--- src/rtl/snake_control.sv ---
// Snake game master sequencer: RAM clear/default load, then draw/wait/move/shift/tail per frame.
// Optional `define SNAKE_PAUSE_EN adds a pause input that freezes the WAIT frame counter and key sampling.
module snake_control #(
  parameter int unsigned FRAME_CYCLES = 833333,
  parameter int unsigned MAX_LEN      = 2048,
  parameter int unsigned INIT_LEN     = 4
) (
  input  logic       clk,
  input  logic       rst,
  input  logic       start,
  input  logic [3:0] key_dir,
  input  logic       isDead,
  input  logic       inc_length,
  output logic       reset_ram,
  output logic       ld_q_def,
  output logic       ld_head,
  output logic       rst_address,
  output logic       inc_address,
  output logic       draw_q,
  output logic       draw_curr,
  output logic       food_en,
  output logic       update_head,
  output logic       check_inc,
  output logic       lock,
  output logic       ld_head_into_prev,
  output logic       ld_q_into_curr,
  output logic       ld_prev_into_q,
  output logic       ld_curr_into_prev,
  output logic [3:0] cnt_status,
  output logic [2:0] dir,
  output logic [2:0] colour,
  output logic       game_over
`ifdef SNAKE_PAUSE_EN
  ,
  input  logic       pause
`endif
);

  localparam int unsigned AW = (MAX_LEN > 1) ? $clog2(MAX_LEN) : 1;
  localparam int unsigned FW = (FRAME_CYCLES > 1) ? $clog2(FRAME_CYCLES) : 1;
  localparam logic [AW-1:0] ADDR_LAST  = AW'(MAX_LEN - 1);
  localparam logic [AW-1:0] INIT_LAST  = AW'(INIT_LEN - 1);
  localparam logic [AW-1:0] INIT_LEN_A = AW'(INIT_LEN);
  localparam logic [FW-1:0] FRAME_LAST = FW'(FRAME_CYCLES - 1);

  typedef enum logic [4:0] {
    S_CLR, S_CLR_DONE, S_INIT, S_INIT_DONE, S_DRAW_RD, S_DRAW, S_FOOD, S_WAIT,
    S_MOVE1, S_MOVE2, S_MOVE3, S_SH_RD, S_SH1, S_SH2, S_TAIL, S_TAIL_ADV,
    S_TAIL_ADV2, S_TAIL_CLR, S_TAIL_END, S_DEAD
  } state_t;

  state_t          state, next_state;
  logic            run;
  logic [AW-1:0]   mirror;
  logic [AW-1:0]   len;
  logic [FW-1:0]   frame_cnt;
  logic            grow;
  logic            at_end;
  logic            wait_hold;
  logic [2:0]      req;
  logic            req_vld;

`ifdef SNAKE_PAUSE_EN
  assign wait_hold = pause;
`else
  assign wait_hold = 1'b0;
`endif

  // The sentinel lives at address len, so the mirror counter reaching len stands in for q[15].
  assign at_end = (mirror == len) || (mirror == ADDR_LAST);

  always_comb begin
    req     = dir;
    req_vld = 1'b0;
    if (key_dir[3]) begin
      req = 3'b100; req_vld = 1'b1;
    end else if (key_dir[2]) begin
      req = 3'b110; req_vld = 1'b1;
    end else if (key_dir[1]) begin
      req = 3'b000; req_vld = 1'b1;
    end else if (key_dir[0]) begin
      req = 3'b001; req_vld = 1'b1;
    end
  end

  always_comb begin
    next_state        = state;
    reset_ram         = 1'b0;
    ld_q_def          = 1'b0;
    ld_head           = 1'b0;
    rst_address       = 1'b0;
    inc_address       = 1'b0;
    draw_q            = 1'b0;
    draw_curr         = 1'b0;
    food_en           = 1'b0;
    update_head       = 1'b0;
    check_inc         = 1'b0;
    lock              = 1'b0;
    ld_head_into_prev = 1'b0;
    ld_q_into_curr    = 1'b0;
    ld_prev_into_q    = 1'b0;
    ld_curr_into_prev = 1'b0;
    colour            = 3'b000;
    game_over         = 1'b0;
    if (run) begin
      case (state)
        S_CLR: begin
          reset_ram   = 1'b1;
          inc_address = 1'b1;
          if (mirror == ADDR_LAST) next_state = S_CLR_DONE;
        end
        S_CLR_DONE: begin
          rst_address = 1'b1;
          next_state  = S_INIT;
        end
        S_INIT: begin
          ld_q_def    = 1'b1;
          inc_address = 1'b1;
          if (mirror == INIT_LAST) next_state = S_INIT_DONE;
        end
        S_INIT_DONE: begin
          ld_head     = 1'b1;
          rst_address = 1'b1;
          next_state  = S_DRAW_RD;
        end
        S_DRAW_RD: next_state = S_DRAW;
        S_DRAW: begin
          if (at_end) begin
            next_state = isDead ? S_DEAD : S_FOOD;
          end else begin
            draw_q = 1'b1;
            colour = 3'b010;
            if (cnt_status == 4'd15) begin
              inc_address = 1'b1;
              next_state  = S_DRAW_RD;
            end
          end
        end
        S_FOOD: begin
          food_en = 1'b1;
          colour  = 3'b100;
          if (cnt_status == 4'd15) begin
            rst_address = 1'b1;
            next_state  = S_WAIT;
          end
        end
        S_WAIT: begin
          lock = 1'b1;
          if (!wait_hold && frame_cnt == FRAME_LAST) next_state = S_MOVE1;
        end
        S_MOVE1: begin
          update_head = 1'b1;
          next_state  = S_MOVE2;
        end
        S_MOVE2: begin
          ld_head_into_prev = 1'b1;
          check_inc         = 1'b1;
          next_state        = S_MOVE3;
        end
        S_MOVE3: begin
          if (isDead) begin
            next_state = S_DEAD;
          end else begin
            rst_address = 1'b1;
            next_state  = S_SH_RD;
          end
        end
        S_SH_RD: next_state = S_SH1;
        S_SH1: begin
          ld_q_into_curr = 1'b1;
          next_state     = S_SH2;
        end
        S_SH2: begin
          ld_prev_into_q    = 1'b1;
          ld_curr_into_prev = 1'b1;
          if (at_end) begin
            next_state = S_TAIL;
          end else begin
            inc_address = 1'b1;
            next_state  = S_SH_RD;
          end
        end
        S_TAIL: begin
          if (grow) begin
            next_state = S_TAIL_ADV;
          end else begin
            draw_curr = 1'b1;
            if (cnt_status == 4'd15) next_state = S_TAIL_ADV;
          end
        end
        // Step past the old tail (one slot further when growing) before rewriting the sentinel.
        S_TAIL_ADV: begin
          inc_address = (mirror != ADDR_LAST);
          next_state  = grow ? S_TAIL_ADV2 : S_TAIL_CLR;
        end
        S_TAIL_ADV2: begin
          inc_address = (mirror != ADDR_LAST);
          next_state  = S_TAIL_CLR;
        end
        S_TAIL_CLR: begin
          reset_ram  = 1'b1;
          next_state = S_TAIL_END;
        end
        S_TAIL_END: begin
          rst_address = 1'b1;
          next_state  = S_DRAW_RD;
        end
        S_DEAD: begin
          game_over = 1'b1;
          if (start) next_state = S_CLR;
        end
        default: next_state = S_CLR;
      endcase
    end
  end

  always_ff @(posedge clk) begin
    if (!rst) begin
      state      <= S_CLR;
      run        <= 1'b0;
      mirror     <= '0;
      len        <= INIT_LEN_A;
      frame_cnt  <= '0;
      cnt_status <= '0;
      grow       <= 1'b0;
      dir        <= 3'b100;
    end else if (!run) begin
      run <= 1'b1;
    end else begin
      state <= next_state;
      if (rst_address) mirror <= '0;
      else if (inc_address) mirror <= mirror + 1'b1;
      if (state == S_DEAD && start) begin
        mirror <= '0;
        dir    <= 3'b100;
      end
      cnt_status <= (draw_q || food_en || draw_curr) ? cnt_status + 1'b1 : '0;
      if (state == S_WAIT) begin
        if (!wait_hold) begin
          frame_cnt <= (frame_cnt == FRAME_LAST) ? '0 : frame_cnt + 1'b1;
          // Up/down share bit 2, as do left/right, so a reversal is a request with the same bit 2.
          if (req_vld && (req[2] != dir[2])) dir <= req;
        end
      end else begin
        frame_cnt <= '0;
      end
      if (state == S_MOVE2) grow <= inc_length;
      if (state == S_INIT_DONE) len <= INIT_LEN_A;
      if (state == S_TAIL_END) begin
        if (grow && len != ADDR_LAST) len <= len + 1'b1;
        grow <= 1'b0;
      end
    end
  end

endmodule

--- config.mk ---
export PLATFORM = sky130hd
export DESIGN_NAME = snake_control
export DESIGN_NICKNAME = d
export VERILOG_FILES = /design/src/rtl/snake_control.sv
export SDC_FILE = /design/constraint.sdc
export NUM_CORES = 1
export LEC_CHECK = 0
export CAP_MARGIN = 20
export CORE_MARGIN = 3
export CORE_UTILIZATION = 40
export DETAILED_ROUTE_END_ITERATION = 6
export DONT_BUFFER_PORTS = 1
export PLACE_DENSITY = 0.53
export SYNTH_ARGS = -nofsm -noshare
export SYNTH_HDL_FRONTEND = slang
export SYNTH_SLANG_ARGS = --single-unit
--- constraint.sdc ---
create_clock -name clk -period 1.9 [get_ports clk]
set_input_delay 0.38 -clock clk [delete_from_list [all_inputs] [get_ports clk]]
set_output_delay 0.38 -clock clk [all_outputs]
set_load 0.1 [all_outputs]
; ---- Word level (Yosys, flattened, before mapping)
; Cells that the tools add are included.
[totals]
output_inout_bits = 26
ff_bits = 56
in_bits = 9
[classes]
eq_ne = 35
add_sub_neg = 4
n_mux = 73
n_reduce_logical = 18
[op_table]
columns = op, n
row1 = $pmux 5 s19, 1
row2 = $mux 11, 6
row3 = $mux 5, 11
row4 = $eq 5x4->1 const B, 8
row5 = $mux 20, 2
row6 = $mux 1, 39
row7 = $mux 3, 9
row8 = $add 11x1->11 const B, 2
row9 = $ne 11x11->1 const B, 2
row10 = $add 20x1->20 const B, 1
row11 = $eq 20x20->1 const B, 1
row12 = $eq 5x3->1 const B, 4
row13 = $eq 5x5->1 const B, 4
row14 = $eq 11x11->1, 1
row15 = $eq 11x11->1 const B, 1
row16 = $eq 11x2->1 const B, 1
row17 = $eq 5x2->1 const B, 2
row18 = $ne 2x2->1 const B, 5
row19 = $reduce_and 8->1, 1
row20 = $reduce_or 2->1, 4
row21 = $ne 3x3->1 const B, 2
row22 = $ne 6x6->1 const B, 1
row23 = $pmux 3 s2, 1
row24 = $reduce_and 2->1, 3
row25 = 14 further kinds, 18

; ---- Depth between registers and ports, before layout
; Gate-level depths: netlist of run 1.
[logic_depth]
ltp_word = 8
ltp_mapped = 8
depth_no_buf = 7

; ---- Least setup slack after synthesis of run 1
; OpenSTA, ideal clock, no wires.
[synth_timing]
path_kind = reg2out
from = register state[0]
to = output port colour[1]
stages_incl_launch_ff = 5
setup_slack_ps = -3162
t_arrival_ps = 4682
path_cell_list = dfxtp_1 -> nor4bb_1 -> nand2b_1 -> nor4_1 -> buf_4
[synth_between]
elab_chain_len = 3
[synth_rtl]
columns = item, line_no
row1 = start: declaration, 52  ; state_t state, next_state;
row2 = start signal: assignment, 230  ; state <= next_state;
row3 = $eq 5x3->1, 106  ; case (state)
row4 = $pmux 3 s2 *, 106
row5 = $mux 3 *, 105  ; if (run) begin
row6 = end: declaration, 31  ; output logic [2:0] colour,
; Mark *: on every way between the ends. The rest lies on a longest branch, timed or not.

; ---- Worst setup path after layout of run 1
[layout_timing]
from = register len[8]
to = output port inc_address
[layout_between]
elab_chain_len = 5
[layout_rtl]
columns = item, line_no
row1 = start: declaration, 55  ; logic [AW-1:0] len;
row2 = start signal: assignment, 250  ; if (grow && len != ADDR_LAST) len <= len + 1'b1;
row3 = $eq 11x11->1 *, 70  ; assign at_end = (mirror == len) || (mirror == ADDR_LAST);
row4 = $logic_or 1x1->1 *, 70
row5 = "$mux 1, on equally long branches", "176, 128"
row6 = $pmux 1 s4 *, 106
row7 = $mux 1 *, 105
row8 = end: declaration, 18  ; output logic inc_address,
; Marked as above.

==> impl_metrics.toml, run 1 <==
[status]
outcome = "finished, violations left"
violations = "setup timing"

[floorplanning]
rows = 33
die_w_um = 100.5
initial_core_util = 0.4242
dieHeight_um = 100.5
ios = 35
core_area_mm2 = 0.008423
dieArea_mm2 = 0.01010

[clock_network]
clkLatencyLatePin_ns = 0.32
root_buffer = "clkbuf_8"
holdBufCountCts = 0
cts_buffer_depth = 2
numCtsBuffers = 5
path_clk_slew_ns = 0.11
clkSinkCount = 56
cts-htree-levels = 2
cts_tree = "built"

[synthesis]
synth_area_mm2 = 0.003573
synth_edf_count = 0
synth_area_leaders = "dfxtp_1 31%, xor2_1 5.4%, nor2_1 5.4%"
yosysUniqueCellTypes = 60
synth_top_area_cell = "dfxtp_1"
yosysSeqAreaShare = 0.3137
synthTopCellsByCount = "56 x dfxtp_1, 51 x nor2_1, 48 x nand2_1"
synthArstFlopShare = 0
synthCells = 475
syn_avg_cell_area_um2 = 7.523
synth_nets = 489
ys_ff_latch = 56
synth_top_area_frac = 0.3137
yosys.cell_count.top_type = "dfxtp_1"
ys.warnings.count = 0
ys_dominant_reg_cell = "dfxtp_1"

[drt]
wl_met3_um = 566
wl_met1_um = 5367
dr.first_iter.drc_count = 220
vias_per_cell = 5.622
drc = 0
vias = 4194
dr.max_layer_used = "met4"
wirelength_um = 12610
wl_met2_um = 6462
dr.pass1.iters = 7
antenna_left = 0
wire_per_inst_um = 16.90

[setup_path]
worstSetupStartpointType = "register"
critical_path_required_ns = 1.52
reg2regPathDepth = 10
critPathArrivalTime_ns = 1.98
worst_setup_path_end_kind = "output port"
crit_type = "register to output port"
worstPathMaxFanout = 4

[place]
placed_area_mm2 = 0.005017
hpwl_um = 8108
port_buffers = 0
gp_congestion = 0.8870
post-place-ws_ns = -0.2477

[timing]
hold_violations = 0
fin_crit_sh = 1.243
post-route-min-period_ns = 2.362
setup_ws_ns = -0.4619
clock_skew_ns = 0.006719
fin_hold_ws_ns = 0.08302
final_max_slew_viol_count = 0
rsz0062_at_grt = "true"
setup_viol = 51
max_freq_mhz = 423.4
worstMarginPinSlew_ns = 0.5770
relSlewSlack = 0.6113
tns_ns = -9.140

[final_layout]
ff_latch_area_mm2 = 0.001182
multi_input_comb_area_mm2 = 0.002844
fill_cells = 607
nets = 654
syn2layout_area_growth_pct = 73.74
drive_gt1_frac = 0.5008
post-route-cell-area_mm2 = 0.006208
n_antenna_cell = 0

[grt]
grt_overflow = 0
grt_usage = 0.2303
grt_max_degree = 23
antenna_found_initial = 0
grt_first_pass_wirelength_um = 18830
grt_pass1_vias = 3963

[power_and_ir_drop]
powerDensity_mw_per_mm2 = 362.1
peakVddDrop_mv = 0.3585
leakage_nw = 2.518

[worst_hold_path]
min_path_type = "input pin to register"
whs_path_depth = 0

[run]
cap_violations = 0
-- power by group --
part / internal [W] / switching [W] / total [W]
Combinational: 0.0000646 / 0.000108 / 0.000173
Sequential: 0.00117 / 0.00000877 / 0.00118
Clock: 0.000475 / 0.000425 / 0.000900
Total: 0.00171 / 0.000542 / 0.00225
-- path summary, 6_finish.rpt --
path / to / slack, ns / from
worst max-delay path: inc_address / -0.46 / len[8]$_SDFFE_PN0P_
worst min-delay path: run$_DFF_P_ / 0.08 / rst
worst max register to register: len[7]$_SDFFE_PN0P_ / -0.28 / state[1]$_SDFFE_PN0P_
worst min register to register: len[8]$_SDFFE_PN0P_ / 0.53 / len[8]$_SDFFE_PN0P_
-- per-layer routing --
metal	vias to the layer above	track usage
met3	23	0.03945
li1	2030	-
met2	117	0.4062
met4	0	0.06425
met5	-	0
met1	2024	0.2882
-- layout by cell type (no fill, tap or decap), types with 4 or more instances in the layout --
master	n
o21ai_0	15
nor2_4	4
nand2_1	39
nor2_1	46
a21oi_1	14
o21ai_2	6
nor3_1	8
nor3b_4	5
o21ai_1	5
nand4_1	12
inv_1	16
dfxtp_2	19
xnor2_1	6
a21oi_2	5
buf_12	17
dfxtp_1	27
xor2_2	4
nand3_1	23
nor3_4	4
dfxtp_4	10
buf_6	37
nand2_4	5
nand3b_1	6
a31oi_1	10
buf_4	131
o22ai_1	10
and3_1	13
nor4_1	4
clkbuf_8	5
and3_4	4
a22oi_2	4
mux2i_1	8
nor4_4	6
xor2_1	18
-- worst max-delay path: stages (launching register included) --
cell,delay [ns]
dfxtp_2,0.36
xor2_2,0.19
nor4_4,0.33
and3_4,0.23
a21o_1,0.13
and2_4,0.16
clkinvlp_4,0.09
buf_12,0.17
-- cell type report --
class                      count  area share
multi-input combinational    367      0.4581
timing repair buffer         189      0.2940
sequential                    56      0.1904
tap                          105     0.02116
clock buffer                   7     0.01572
inverter                      21     0.01572
clock inverter                 1    0.004837
-- metrics by stage --
| step | util | power (W) | std cells |
|---|---|---|---|
| 3_3_place_gp | 0.5957 | 0.001349 | 686 |
| 2_1_floorplan | - | 0.001308 | 475 |
| 3_5_place_dp | 0.5957 | 0.001351 | 686 |
| 6_report | 0.7371 | 0.002248 | 746 |
| 4_1_cts | 0.6845 | 0.002238 | 726 |
| 5_1_grt | 0.7371 | 0.002314 | 746 |
-- registers in the layout (all words and copies together), names as in the netlist --
register	cells
mirror	11
run	1
frame_cnt	20
dir	3
grow	1
cnt_status	4
state	5
len	11
-- logic make-up after synthesis --
kind of cell    count (synthesis)  share of synthesized area
simple gates                  229                     0.3382
compound gates                 94                     0.1702
flops                          56                     0.3137
buf+inv                        52                    0.06197
xor+xnor                       28                    0.06863
mux                            10                    0.02871
fa+ha+maj                       5                    0.01751
other cells                     1                   0.001049
-- timing repair --
item / CTS / global route
setup buffers: 35 / 29
cloned: 1 / 0
resized for setup: 107 / 74
pin swaps: 35 / 39
setup endpoints to repair: 67 / 69
No activity file was read; power rests on OpenSTA's default activity.
==> inputs of run 2 (changes only) <==
--- a/config.mk
+++ b/config.mk
@@ -8,6 +8,7 @@
 export CAP_MARGIN = 20
 export CORE_MARGIN = 3
 export CORE_UTILIZATION = 40
+export CTS_CLUSTER_SIZE = 12
 export DETAILED_ROUTE_END_ITERATION = 6
 export DONT_BUFFER_PORTS = 1
 export PLACE_DENSITY = 0.53
==> results of run 2 <==
The final DEF is identical to that of run 1; final timing and power are the same.
==> inputs of run 3 (changes only) <==
--- a/config.mk
+++ b/config.mk
@@ -6,6 +6,7 @@
 export NUM_CORES = 1
 export LEC_CHECK = 0
 export CAP_MARGIN = 20
+export CORE_ASPECT_RATIO = 1.75
 export CORE_MARGIN = 3
 export CORE_UTILIZATION = 40
 export CTS_CLUSTER_SIZE = 12
==> impl_metrics.toml, run 3 (synthesized netlist as in run 1, its figures left out) <==
[timing]
hold_violations = 0
tns_ns = -8.650
fin_hold_ws_ns = 0.1107
post-route-min-period_ns = 2.367
setup_viol = 50
setup_ws_ns = -0.4668
clock_skew_ns = 0.01273
rsz0062_at_grt = "true"
fin_crit_sh = 1.246
max_freq_mhz = 422.5
relSlewSlack = 0.6632
final_max_slew_viol_count = 0
worstMarginPinSlew_ns = 0.5033

[final_layout]
final_cell_mix = "133 x buf_4, 46 x nor2_1, 42 x nand2_1"
largest_register = "frame_cnt"
largest_reg_flops = 20
drive_gt1_frac = 0.4734
syn2layout_area_growth_pct = 71.29
nets = 653
largestRegisters = "frame_cnt x20, len x11, mirror x11"
n_antenna_cell = 0
fin_util = 0.7059
fill_cells = 702
final_common_cell = "buf_4"
post-route-cell-area_mm2 = 0.006121

[setup_path]
cp_num_cells = 8
crit_chain = "buf_6 > and4b_1 > a221o_1 > nand3_1 > a21o_1 > and2_4 > clkinvlp_4 > buf_12"
cpLargestDelayFamily = "simple AND/OR/NAND/NOR gates"
critical_path_required_ns = 1.52
worstPathMaxFanout = 5
critPathArrivalTime_ns = 1.99
crit_type = "register to output port"
worst_setup_path_end_kind = "output port"
worstSetupStartpointType = "register"
cpPeakStageDelay_ns = 0.36
critPathBufInv = 3
slowest_stage = "dfxtp_4"
reg2regPathDepth = 11

[power_and_ir_drop]
peakVddDrop_mv = 0.3810
powerDensity_mw_per_mm2 = 371.7
power_w = 0.002275
leakage_nw = 2.533

[drt]
vias = 4306
dr.first_iter.drc_count = 256
vias_per_cell = 5.688
dr.pass1.iters = 5
drc = 0
wire_per_inst_um = 18.03
antenna_left = 0
wirelength_um = 13650

[clock_network]
holdBufCountCts = 0
clkLatencyLatePin_ns = 0.30
cts-htree-levels = 2
clkSinkCount = 56
numCtsBuffers = 5
path_clk_slew_ns = 0.08
cts_buffer_depth = 2
cts_tree = "built"
root_buffer = "clkbuf_16"

[grt]
grt_max_degree = 21
grt_overflow = 0
antenna_found_initial = 0
grt_first_pass_wirelength_um = 20210
grt_pass1_vias = 4203
grt_usage = 0.2532

[floorplanning]
rows = 45
core_area_mm2 = 0.008671
initial_core_util = 0.4121
die_w_um = 77.45
ios = 35
dieArea_mm2 = 0.01015
dieHeight_um = 131.0

[worst_hold_path]
min_path_type = "input pin to register"
whs_path_depth = 0

[place]
gp_congestion = 0.9201
placed_area_mm2 = 0.005102
port_buffers = 0
hpwl_um = 9366

[status]
outcome = "finished, violations left"
violations = "setup timing"

[run]
cap_violations = 0
run 3: final cells by class:
| cell class | instances | area [µm²] | share of cell area |
|---|---|---|---|
| Clock inverter | 2 | 13.76 | 0.002249 |
| Timing Repair Buffer | 188 | 1812 | 0.2960 |
| Multi-Input combinational cell | 367 | 2734 | 0.4466 |
| Sequential cell | 56 | 1191 | 0.1946 |
| Clock buffer | 6 | 128.9 | 0.02105 |
| Inverter | 21 | 95.09 | 0.01554 |
| Tap cell | 117 | 146.4 | 0.02392 |
run 3: path summary, 6_finish.rpt:
kind	start	to	slack, ns
max reg2reg	state[2]$_SDFFE_PN0P_	len[7]$_SDFFE_PN0P_	-0.28
max	state[2]$_SDFFE_PN0P_	inc_address	-0.47
min	rst	run$_DFF_P_	0.11
min reg2reg	frame_cnt[19]$_SDFFE_PN0P_	frame_cnt[19]$_SDFFE_PN0P_	0.55
run 3: report_power, final:
part | total, W | internal (W) | switching [W]
sequential | 0.00117 | 0.00116 | 0.00000796
clock | 0.000943 | 0.000494 | 0.000449
combinational | 0.000165 | 0.0000609 | 0.000105
total | 0.00228 | 0.00171 | 0.000562
run 3: per-stage QoR:
step,instances,setup WS [ns]
2_1_floorplan,475,-0.8954
3_3_place_gp,704,-0.2141
3_5_place_dp,704,-0.2184
4_1_cts,743,-0.4611
5_1_grt,757,-0.5198
6_report,757,-0.4668
run 3: layer usage:
metal / GRT usage / part of all wire / wire length, µm
met1: 0.2330 / 0.34 / 4604
met2: 0.5237 / 0.57 / 7789
met3: 0.02675 / 0.031 / 419
met4: 0.1457 / 0.061 / 833
met5: 0 / 0 / 0
run 3: what timing repair did:
action                                  CTS  global route
buffers inserted                         33            20
pin swaps                                39            32
gates resized for setup                  84            65
gates cloned                              0             1
endpoints found under the setup margin   65            70
